===== config.mk =====
export PLATFORM = sky130hd
export DESIGN_NAME = sdram_arbiter
export DESIGN_NICKNAME = d
export VERILOG_FILES = /design/src/rtl/sdram_arbiter.sv
export SDC_FILE = /design/constraint.sdc
export NUM_CORES = 1
export LEC_CHECK = 0
export ABC_AREA = 1
export BUFFER_PORTS_ARGS = -buffer_cell sky130_fd_sc_hd__buf_2
export CELL_PAD_IN_SITES_DETAIL_PLACEMENT = 0
export CELL_PAD_IN_SITES_GLOBAL_PLACEMENT = 1
export CORE_UTILIZATION = 28
export CTS_CLUSTER_DIAMETER = 150
export CTS_CLUSTER_SIZE = 25
export DETAILED_ROUTE_END_ITERATION = 7
export PLACE_DENSITY_LB_ADDON = 0.1
export SLEW_MARGIN = 5
export SYNTH_ARGS = -nofsm -noshare
export SYNTH_HDL_FRONTEND = slang
export SYNTH_SLANG_ARGS = --single-unit

===== constraint.sdc =====
create_clock -name clk -period 1.6 [get_ports clk]
set_input_delay 0.32 -clock clk [delete_from_list [all_inputs] [get_ports clk]]
set_output_delay 0.32 -clock clk [all_outputs]
set_load 0.05 [all_outputs]

===== src/rtl/sdram_arbiter.sv =====
`default_nettype none
// sdram_arbiter (rev 1.0): VGA/CPU arbiter in front of one Avalon-style SDRAM slave, with a read-tag FIFO
// that steers returning data. Optional macro SDRAM_ARB_STARVATION_GUARD_EN bounds back-to-back VGA grants.
module sdram_arbiter #(
   parameter int ADDR_W        = 22,
   parameter int DATA_W        = 16,
   parameter int MAX_PENDING   = 4,
   parameter int VGA_BURST_MAX = 8
) (
   input  logic                clk,
   input  logic                reset,
   input  logic                vga_req,
   input  logic [ADDR_W-1:0]   vga_addr,
   output logic                vga_gnt,
   output logic [DATA_W-1:0]   vga_rdata,
   output logic                vga_rvalid,
   input  logic                cpu_req,
   input  logic                cpu_we,
   input  logic [ADDR_W-1:0]   cpu_addr,
   input  logic [DATA_W-1:0]   cpu_wdata,
   input  logic [DATA_W/8-1:0] cpu_be,
   output logic                cpu_gnt,
   output logic [DATA_W-1:0]   cpu_rdata,
   output logic                cpu_rvalid,
   output logic [ADDR_W-1:0]   sd_addr,
   output logic [DATA_W/8-1:0] sd_be_n,
   output logic                sd_rd_n,
   output logic                sd_wr_n,
   output logic [DATA_W-1:0]   sd_wdata,
   input  logic                sd_waitrequest,
   input  logic [DATA_W-1:0]   sd_rdata,
   input  logic                sd_rvalid,
   output logic                err_orphan
);

   localparam int   BE_W    = DATA_W / 8;
   localparam int   PTR_W   = $clog2(MAX_PENDING);
   localparam int   CNT_W   = PTR_W + 1;
   localparam logic OWN_VGA = 1'b0;
   localparam logic OWN_CPU = 1'b1;

   typedef enum logic [0:0] {
      ST_IDLE = 1'b0,
      ST_CMD  = 1'b1
   } state_t;

   state_t              r_state;
   logic                r_owner;
   logic                r_we;
   logic [ADDR_W-1:0]   r_sd_addr;
   logic [DATA_W-1:0]   r_sd_wdata;
   logic [BE_W-1:0]     r_sd_be_n;
   logic                r_sd_rd_n;
   logic                r_sd_wr_n;

   logic [MAX_PENDING-1:0] r_tags;
   logic [PTR_W-1:0]       r_wptr;
   logic [PTR_W-1:0]       r_rptr;
   logic [CNT_W-1:0]       r_count;
   logic                   r_err_orphan;

   logic w_accept;
   logic w_push;
   logic w_pop;
   logic w_have;
   logic w_rd_room;
   logic w_vga_elig;
   logic w_cpu_elig;
   logic w_guard_hit;
   logic w_pick_cpu;
   logic w_head_tag;

   assign w_accept   = (r_state == ST_CMD) && !sd_waitrequest;
   assign w_push     = w_accept && !r_we;
   assign w_have     = (r_count != '0);
   assign w_pop      = sd_rvalid && w_have;
   assign w_rd_room  = (r_count < CNT_W'(MAX_PENDING));
   assign w_vga_elig = vga_req && w_rd_room;
   assign w_cpu_elig = cpu_req && (cpu_we || w_rd_room);
   assign w_pick_cpu = w_cpu_elig && (!w_vga_elig || w_guard_hit);
   assign w_head_tag = r_tags[r_rptr];

   assign vga_gnt    = w_accept && (r_owner == OWN_VGA);
   assign cpu_gnt    = w_accept && (r_owner == OWN_CPU);
   assign vga_rdata  = sd_rdata;
   assign cpu_rdata  = sd_rdata;
   assign vga_rvalid = w_pop && (w_head_tag == OWN_VGA);
   assign cpu_rvalid = w_pop && (w_head_tag == OWN_CPU);

   assign sd_addr    = r_sd_addr;
   assign sd_be_n    = r_sd_be_n;
   assign sd_rd_n    = r_sd_rd_n;
   assign sd_wr_n    = r_sd_wr_n;
   assign sd_wdata   = r_sd_wdata;
   assign err_orphan = r_err_orphan;

   // Command registers double as the bus drivers, so they stay frozen across waitrequest.
   always_ff @(posedge clk or posedge reset) begin
      if (reset) begin
         r_state    <= ST_IDLE;
         r_owner    <= OWN_VGA;
         r_we       <= 1'b0;
         r_sd_addr  <= '0;
         r_sd_wdata <= '0;
         r_sd_be_n  <= '1;
         r_sd_rd_n  <= 1'b1;
         r_sd_wr_n  <= 1'b1;
      end else begin
         case (r_state)
            ST_IDLE: begin
               if (w_vga_elig || w_cpu_elig) begin
                  r_state <= ST_CMD;
                  if (w_pick_cpu) begin
                     r_owner    <= OWN_CPU;
                     r_we       <= cpu_we;
                     r_sd_addr  <= cpu_addr;
                     r_sd_wdata <= cpu_wdata;
                     r_sd_be_n  <= ~cpu_be;
                     r_sd_rd_n  <= cpu_we;
                     r_sd_wr_n  <= ~cpu_we;
                  end else begin
                     r_owner    <= OWN_VGA;
                     r_we       <= 1'b0;
                     r_sd_addr  <= vga_addr;
                     r_sd_wdata <= '0;
                     r_sd_be_n  <= '0;
                     r_sd_rd_n  <= 1'b0;
                     r_sd_wr_n  <= 1'b1;
                  end
               end
            end
            ST_CMD: begin
               if (!sd_waitrequest) begin
                  r_state   <= ST_IDLE;
                  r_sd_rd_n <= 1'b1;
                  r_sd_wr_n <= 1'b1;
               end
            end
            default: r_state <= ST_IDLE;
         endcase
      end
   end

   // Read-owner tags; returns are in order so the head tag names the recipient.
   always_ff @(posedge clk or posedge reset) begin
      if (reset) begin
         r_tags       <= '0;
         r_wptr       <= '0;
         r_rptr       <= '0;
         r_count      <= '0;
         r_err_orphan <= 1'b0;
      end else begin
         if (w_push) begin
            r_tags[r_wptr] <= r_owner;
            r_wptr         <= r_wptr + PTR_W'(1);
         end
         if (w_pop) begin
            r_rptr <= r_rptr + PTR_W'(1);
         end
         case ({w_push, w_pop})
            2'b10:   r_count <= r_count + CNT_W'(1);
            2'b01:   r_count <= r_count - CNT_W'(1);
            default: r_count <= r_count;
         endcase
         if (sd_rvalid && !w_have) begin
            r_err_orphan <= 1'b1;
         end
      end
   end

`ifdef SDRAM_ARB_STARVATION_GUARD_EN
   localparam int GC_W = $clog2(VGA_BURST_MAX + 1);

   logic [GC_W-1:0] r_guard_cnt;

   assign w_guard_hit = (r_guard_cnt == GC_W'(VGA_BURST_MAX));

   always_ff @(posedge clk or posedge reset) begin
      if (reset) begin
         r_guard_cnt <= '0;
      end else if (!cpu_req || cpu_gnt) begin
         r_guard_cnt <= '0;
      end else if (vga_gnt && !w_guard_hit) begin
         r_guard_cnt <= r_guard_cnt + GC_W'(1);
      end
   end
`else
   logic w_unused_cfg;

   assign w_guard_hit  = 1'b0;
   assign w_unused_cfg = (VGA_BURST_MAX > 0);
`endif

endmodule
`default_nettype wire


==> impl_summary.txt, run 1 <==
----------------------------------------------------
[Status]
  Outcome ... complete, but fails checks
  Violated checks ... negative setup slack

[Global route]
  Top Usage Layer GRT ... met2
  Number of antenna violations at the first check in global routing ... 0
  Pin count of the biggest net entering global routing ... 46
  Global-route met2 utilization ... 0.2345
  Routing usage on met1 ... 0.1901
  Gr ovfl total ... 0
  Via count of the first global-routing pass ... 2633
  First-pass GRT wire length ... 12900 µm
  GR Util met3 ... 0.03711
  Total GRT Usage ... 0.1492

[Floorplan]
  I/O pin cnt ... 164
  Die footprint ... 11130 µm²
  Die Y-Extent ... 105.5 µm
  Num rows ... 37
  Die boundary width ... 105.5 µm
  Starting utilization of the core area ... 0.2891
  Core Footprint ... 10370 µm²

[CTS]
  Maximum clock path buffer count ... 2
  Cts bufs inserted ... 9
  Clock tree sinks ... 57
  Root cell of the clock tree ... clkbuf_8
  Clock Pin Slew Worst Setup and Hold Paths ... 0.06 ns
  Clk Latency, worst-skew pair ... 0.34 ns
  TritonCTS clock tree ... yes
  H-tree level count ... 3

[Logic synthesis]
  Largest area contributor in the netlist ... dfrtp_1
  Net count after synthesis ... 465
  Biggest area contributors in the synthesized netlist ... dfrtp_1, nand2_1, buf_4
  Yosys Warn Count ... 0
  Cell count after synthesis ... 374
  Number of distinct library cell variants in the gate-level netlist after synthesis ... 27
  Sequential area share after synthesis ... 0.4775
  FF+latch count, synth ... 57
  Share of the synthesized area in the top cell type ... 0.4424
  Avg Inst Size Synth ... 8.016 µm²
  Post-synth design cell area ... 2998 µm²

[Critical path]
  Minimum setup slack among reg-to-reg paths ... 0.04 ns
  Category of the critical setup timing path ... flip-flop to output port
  End of the worst register-to-register path ... r_count[2]
  Category of the worst setup path capture point ... output port
  R2R depth ... 10
  Crit path max fanout ... 5
  CP Data Arrival Time ... 1.39 ns
  Required arrival time at the worst endpoint ... 1.28 ns
  Start of the worst register-to-register path ... r_state
  Critical Path Source Type ... flip-flop

[Cells and area]
  Antenna diode count ... 0
  Area growth from synthesis to final layout ... 30.47%
  Fraction of layout cells with a size suffix above 1 ... 0.3975
  Design Area, Final ... 3911 µm²
  Post-layout nets ... 569

[Placement]
  Placed cell area ... 3592 µm²
  Post-placement setup slack ... -0.02452 ns
  Half-perimeter wire length of the detailed placement result ... 5534 µm
  Weighted congestion reported at the end of routability-driven placement ... 0.7068
  Number of buffers inserted by port buffering ... 115

[Timing]
  Slew Viols, Final ... 0
  Clock Skews ... 0.01079 ns
  Final Cycle Share ... 1.071
  Timing-limited maximum frequency ... 583.3 MHz
  Sum Neg Setup Slack ... -0.2273 ns
  Worst slew margin relative to its limit ... 0.6620
  Worst-case setup margin in the final layout ... -0.1143 ns
  Count of final setup violators ... 2
  Unrepaired setup endpoints after global routing ... yes
  Worst Hold Slack ... 0.1245 ns
  Worst slew pin tran ... 0.5066 ns
  Clock period minus final worst setup slack ... 1.714 ns
  Hold Vio Cnt, Final ... 0

[Route]
  Initial DRC Count ... 102
  DRC violations left ... 0
  Final routed wirelength across all metal layers ... 7965 µm
  Per-cell via count in the routed design ... 4.279
  Via count ... 2649
  Number of nets with antenna violations after detailed routing ... 0
  Count of TritonRoute iterations in the first routing pass ... 5
  Routed WL per cell ... 12.87 µm

[Power]
  Peak supply drop ... 0.0007442 V
  Cell Pwr Density ... 2279 nW/µm²
  Static power due to leakage ... 2.203 nW
  Design Power ... 0.008914 W

[Min path]
  Type of the most critical hold path ... primary input to flip-flop
  Destination of the worst hold path ... sd_be_n[1]
  Number of cells on the worst hold path ... 2
  Worst hold start ... cpu_be[1]

[Run]
  Count of maximum capacitance violations ... 0

----------------------------------------------------
[flip-flops by register name (all words and copies together), names as in the netlist, 2 cells and up]
signal    count
r_count       3
sd_be_n       2
sd_addr      22
r_wptr        2
r_tags        4
sd_wdata     16
r_rptr        2
[worst max path at each step]
stage | from | to
global placement | sd_waitrequest | r_count[2]
detailed placement | sd_waitrequest | r_count[1]
CTS | r_rptr[0] | vga_rvalid
floorplan | r_count[2] | r_count[1]
global route | r_rptr[0] | cpu_rvalid
finish | r_rptr[0] | cpu_rvalid
[synth_stat cells (all sizes together)]
cell type,instances
o21a,1
dfrtp,53
nor2,8
xor2,2
clkbuf,2
nand3,5
inv,17
ha,5
nand3b,1
buf,46
xnor2,2
fa,1
dfstp,4
nand2,187
o21ai,13
a21oi,3
nand4,23
o21bai,1
[logic make-up after synthesis]
| group | after synthesis | synth area share |
|---|---|---|
| simple gates | 224 | 0.3147 |
| flops | 57 | 0.4775 |
| fa+ha+maj | 6 | 0.02755 |
| compound gates | 18 | 0.03422 |
| xor+xnor | 4 | 0.01169 |
| buf+inv | 65 | 0.1344 |
[layout by cell type, fill, tap and decap left out, types with 2 or more instances in the layout]
master    count
nand2_1     180
buf_2       111
dfrtp_1      52
buf_4        24
nand4_1      23
o21ai_1      10
clkbuf_8     10
inv_2         9
inv_1         6
nand2_2       4
nor2_2        4
ha_1          4
buf_6         4
dfstp_2       4
nand2_4       3
a21oi_2       3
o21ai_2       3
nor2_1        3
clkbuf_1      3
nand3_1       2
nand3_4       2
xnor2_1       2
xor2_1        2
clkinv_2      2
[power by group]
part | switching [W] | internal [W] | total, W
clock | 0.000576 | 0.000759 | 0.00133
combinational | 0.00357 | 0.00144 | 0.00501
sequential | 0.000408 | 0.00216 | 0.00257
total | 0.00456 | 0.00436 | 0.00891
[cell type report]
type | count | area, µm²
fill | 1112 | 6459
sequential | 57 | 1433
multi-input combinational | 252 | 1239
timing repair buffer | 141 | 810.8
tap | 136 | 170.2
clock buffer | 13 | 148.9
inverter | 17 | 70.07
clock inverter | 3 | 40.04
[through the flow]
stage               utilization  cells
floorplan                     -    374
global placement         0.3464    596
detailed placement       0.3464    596
CTS                      0.3709    617
global route             0.3772    619
finish                   0.3772    619
[routing by layer]
layer,up-vias,share of wire
met2,82,0.45
met1,1199,0.46
met5,-,0
met4,0,0.021
met3,16,0.061
li1,1352,-
[critical path, cell delays in order (launching register included)]
cell and delay [ns]:
dfrtp_2 0.44, inv_2 0.09, nor2_2 0.03, nor2_1 0.11
o21ai_2 0.08, a21oi_2 0.13, buf_6 0.17
[repair_timing]
action,in CTS,in global routing
endpoints found under the setup margin,6,26
buffers inserted,4,2
endpoints found under the hold margin,10,0
pin swaps,2,6
hold buffers,1,0
gates resized for setup,12,14
Power figures use the tool's default switching activity.
==> run 2, diff against run 1 <==
SETUP_SLACK_MARGIN = 0.1   (was not set)
==> run 2 against run 1 <==
The run still ends with negative setup slack left. Fmax shrank 1.4%. First-iteration DRC count grew 15%. Critical path depth grew 1. Total power grew 1.8%. Highest routed layer unchanged.
==> impl_summary.txt, run 2 (synthesis gave the netlist of run 1 again) <==
----------------------------------------------------
[CTS]
  Root cell of the clock tree ... clkbuf_8
  Post-CTS Hold Buffers ... 0 (-1)
  Clock Pin Slew Worst Setup and Hold Paths ... 0.07 ns (about the same)
  H-tree level count ... 3 (unchanged)
  Maximum clock path buffer count ... 2 (unchanged)
  TritonCTS clock tree ... yes
  Clk Latency, worst-skew pair ... 0.32 ns (-0.02 ns)
  Cts bufs inserted ... 9 (unchanged)
  Clock tree sinks ... 57 (unchanged)

[Floorplan]
  Num rows ... 37 (unchanged)
  Die footprint ... 11130 µm² (unchanged)
  Starting utilization of the core area ... 0.2891 (unchanged)
  Die boundary width ... 105.5 µm (unchanged)
  Core Footprint ... 10370 µm² (unchanged)
  Die Y-Extent ... 105.5 µm (unchanged)
  I/O pin cnt ... 164 (unchanged)

[Global route]
  Number of antenna violations at the first check in global routing ... 0 (unchanged)
  Via count of the first global-routing pass ... 2610 (-0.87%)
  Top Usage Layer GRT ... met2
  Gr ovfl total ... 0 (unchanged)
  Routing usage on met1 ... 0.1971 (+0.006976)
  Global-route met2 utilization ... 0.2223 (-0.01222)
  First-pass GRT wire length ... 12780 µm (-0.97%)
  Pin count of the biggest net entering global routing ... 58 (+26%)
  GR Util met3 ... 0.03834 (+0.001237)
  Total GRT Usage ... 0.1453 (-0.003944)

[Cells and area]
  Area growth from synthesis to final layout ... 32.35%
  Post-layout nets ... 570 (+0.18%)
  Core utilization of the finished layout ... 0.3826 (+0.005429)
  Fraction of layout cells with a size suffix above 1 ... 0.3988 (+0.001245)
  Commonest non-fill, non-tap cell in the layout ... nand2_1
  Highest-count cells in the layout ignoring fill and taps ... nand2_1, buf_2, dfrtp_1, nand4_1, buf_4
  Non-filler cells in the finished layout ... 620 (+0.16%)
  Antenna diode count ... 0 (unchanged)
  Max reg flops ... 22 (unchanged)

[Timing]
  Sum Neg Setup Slack ... -0.2511 ns (-0.02385 ns)
  Worst Hold Slack ... 0.06302 ns (-0.06150 ns)
  Timing-limited maximum frequency ... 574.9 MHz (-1.4%)
  Worst slew margin relative to its limit ... 0.7827 (+0.1208)
  Hold Vio Cnt, Final ... 0 (unchanged)
  Count of final setup violators ... 2 (unchanged)
  Worst-case setup margin in the final layout ... -0.1395 ns (-0.02522 ns)
  Clock period minus final worst setup slack ... 1.739 ns (+0.02522 ns)
  Clock Skews ... 0.007724 ns (-0.003066 ns)
  Slew Viols, Final ... 0 (unchanged)
  Final Cycle Share ... 1.087 (+0.01576)
  Worst slew pin tran ... 0.3259 ns (-0.1807 ns)
  Unrepaired setup endpoints after global routing ... yes

[Route]
  DRC violations left ... 0 (unchanged)
  Count of TritonRoute iterations in the first routing pass ... 4 (-1)
  Number of nets with antenna violations after detailed routing ... 0 (unchanged)
  Per-cell via count in the routed design ... 4.258 (-0.50%)
  Initial DRC Count ... 117 (+15%)
  Final routed wirelength across all metal layers ... 7869 µm (-1.2%)
  Via count ... 2640 (-0.34%)
  Routed WL per cell ... 12.69 µm (-1.4%)

[Power]
  Static power due to leakage ... 2.218 nW (+0.69%)
  Switching Power ... 0.004590 W (+0.74%)
  Comb pwr share ... 0.573 (+0.011)
  Fraction of power spent switching nets ... 0.5059 (-0.005179)
  Design Power ... 0.009072 W (+1.8%)
  Peak supply drop ... 0.0008891 V (+19%)
  Internal ... 0.004482 W (+2.8%)
  Sequential fraction of design power ... 0.281 (-0.007)
  Clock network fraction of design power ... 0.145 (-0.005)
  Cell Pwr Density ... 2287 nW/µm² (+0.32%)

[Critical path]
  CP Data Arrival Time ... 1.42 ns (+0.03 ns)
  Worst-path cell chain ... inv_2 -> nor2_1 -> nor2_1 -> o21ai_1 -> nand2_1 -> nor2_2 -> buf_6
  Category of the worst setup path capture point ... output port
  Required arrival time at the worst endpoint ... 1.28 ns (about the same)
  Category of the critical setup timing path ... flip-flop to output port
  Critical Path Source Type ... flip-flop
  Crit path max fanout ... 4 (-1)
  Delay of the slowest cell on the worst path ... 0.42 ns (-0.02 ns)
  Cell with the largest stage delay on the worst path ... dfrtp_1
  Cell repeated most along the worst path ... nor2_1

[Placement]
  Weighted congestion reported at the end of routability-driven placement ... 0.7068 (unchanged)
  Half-perimeter wire length of the detailed placement result ... 5353 µm (-3.3%)
  Placed Cells ... 593 (-0.50%)
  Number of buffers inserted by port buffering ... 115 (unchanged)

[Status]
  Outcome ... complete, but fails checks
  Violated checks ... negative setup slack

[Min path]
  Type of the most critical hold path ... primary input to async pin

[Run]
  Count of maximum capacitance violations ... 0 (unchanged)

----------------------------------------------------
-- run 2: cell count changes in the layout (fill, tap and decap cells not counted), sizes merged --
cell         previous run  this run
buf                   140       142
dlygate4sd3             1         0
-- run 2: area by class of cell --
class / count / area, µm²
Clock inverter: 3 / 40.04
Fill cell: 1126 / 6402
Clock buffer: 13 / 148.9
Multi-Input combinational cell: 252 / 1251
Inverter: 17 / 75.07
Sequential cell: 57 / 1431
Tap cell: 136 / 170.2
Timing Repair Buffer: 142 / 850.8
-- run 2: final timing paths --
check | from | to | slack [ns] | cells past startpoint
setup / recovery | r_rptr[0] | vga_rvalid | -0.14 | 7
hold / removal | reset | r_tags[0] | 0.06 | 3
setup reg to reg | r_count[0] | r_count[2] | 0.06 | 9
hold reg to reg | sd_be_n[0] | sd_be_n[0] | 0.47 | 2
max in group asynchronous | reset | sd_be_n[0] | 1.22 | 3
min in group clk | cpu_be[0] | sd_be_n[0] | 0.14 | 2
-- run 2: timing repair --
item                                    CTS  global route
endpoints found under the setup margin    6            32
resized for setup                        22            11
pin swaps                                 4             4
buffers inserted                          7             4
-- run 2: critical path: cells and delay by family, from the launching register on --
kind,cells,cell delay [ns]
buf+inv,2,0.22
simple gates,4,0.33
compound gates,1,0.13
flops,1,0.42
-- run 2: through the flow --
stage               instance area, µm²  worst slack, ns
global placement                  3595          0.03529
CTS                               3890          -0.1399
finish                            3968          -0.1395
global route                      3968          -0.2299
floorplan                         3043          0.02944
detailed placement                3595          0.01239
-- run 2: routing by layer --
layer,vias to the layer above,wire [µm]
met1,1182,3915
met3,10,564
li1,1349,-
met5,-,0
met2,99,3299
met4,0,89
-- run 2: power groups by stage --
stage	logic, W	clock network, W	registers [W]
floorplan	0.00206	0	0.00428
global placement	0.00479	0	0.00256
detailed placement	0.00482	0	0.00256
CTS	0.00508	0.00137	0.00256
global route	0.00563	0.00144	0.00264
finish	0.00520	0.00132	0.00255
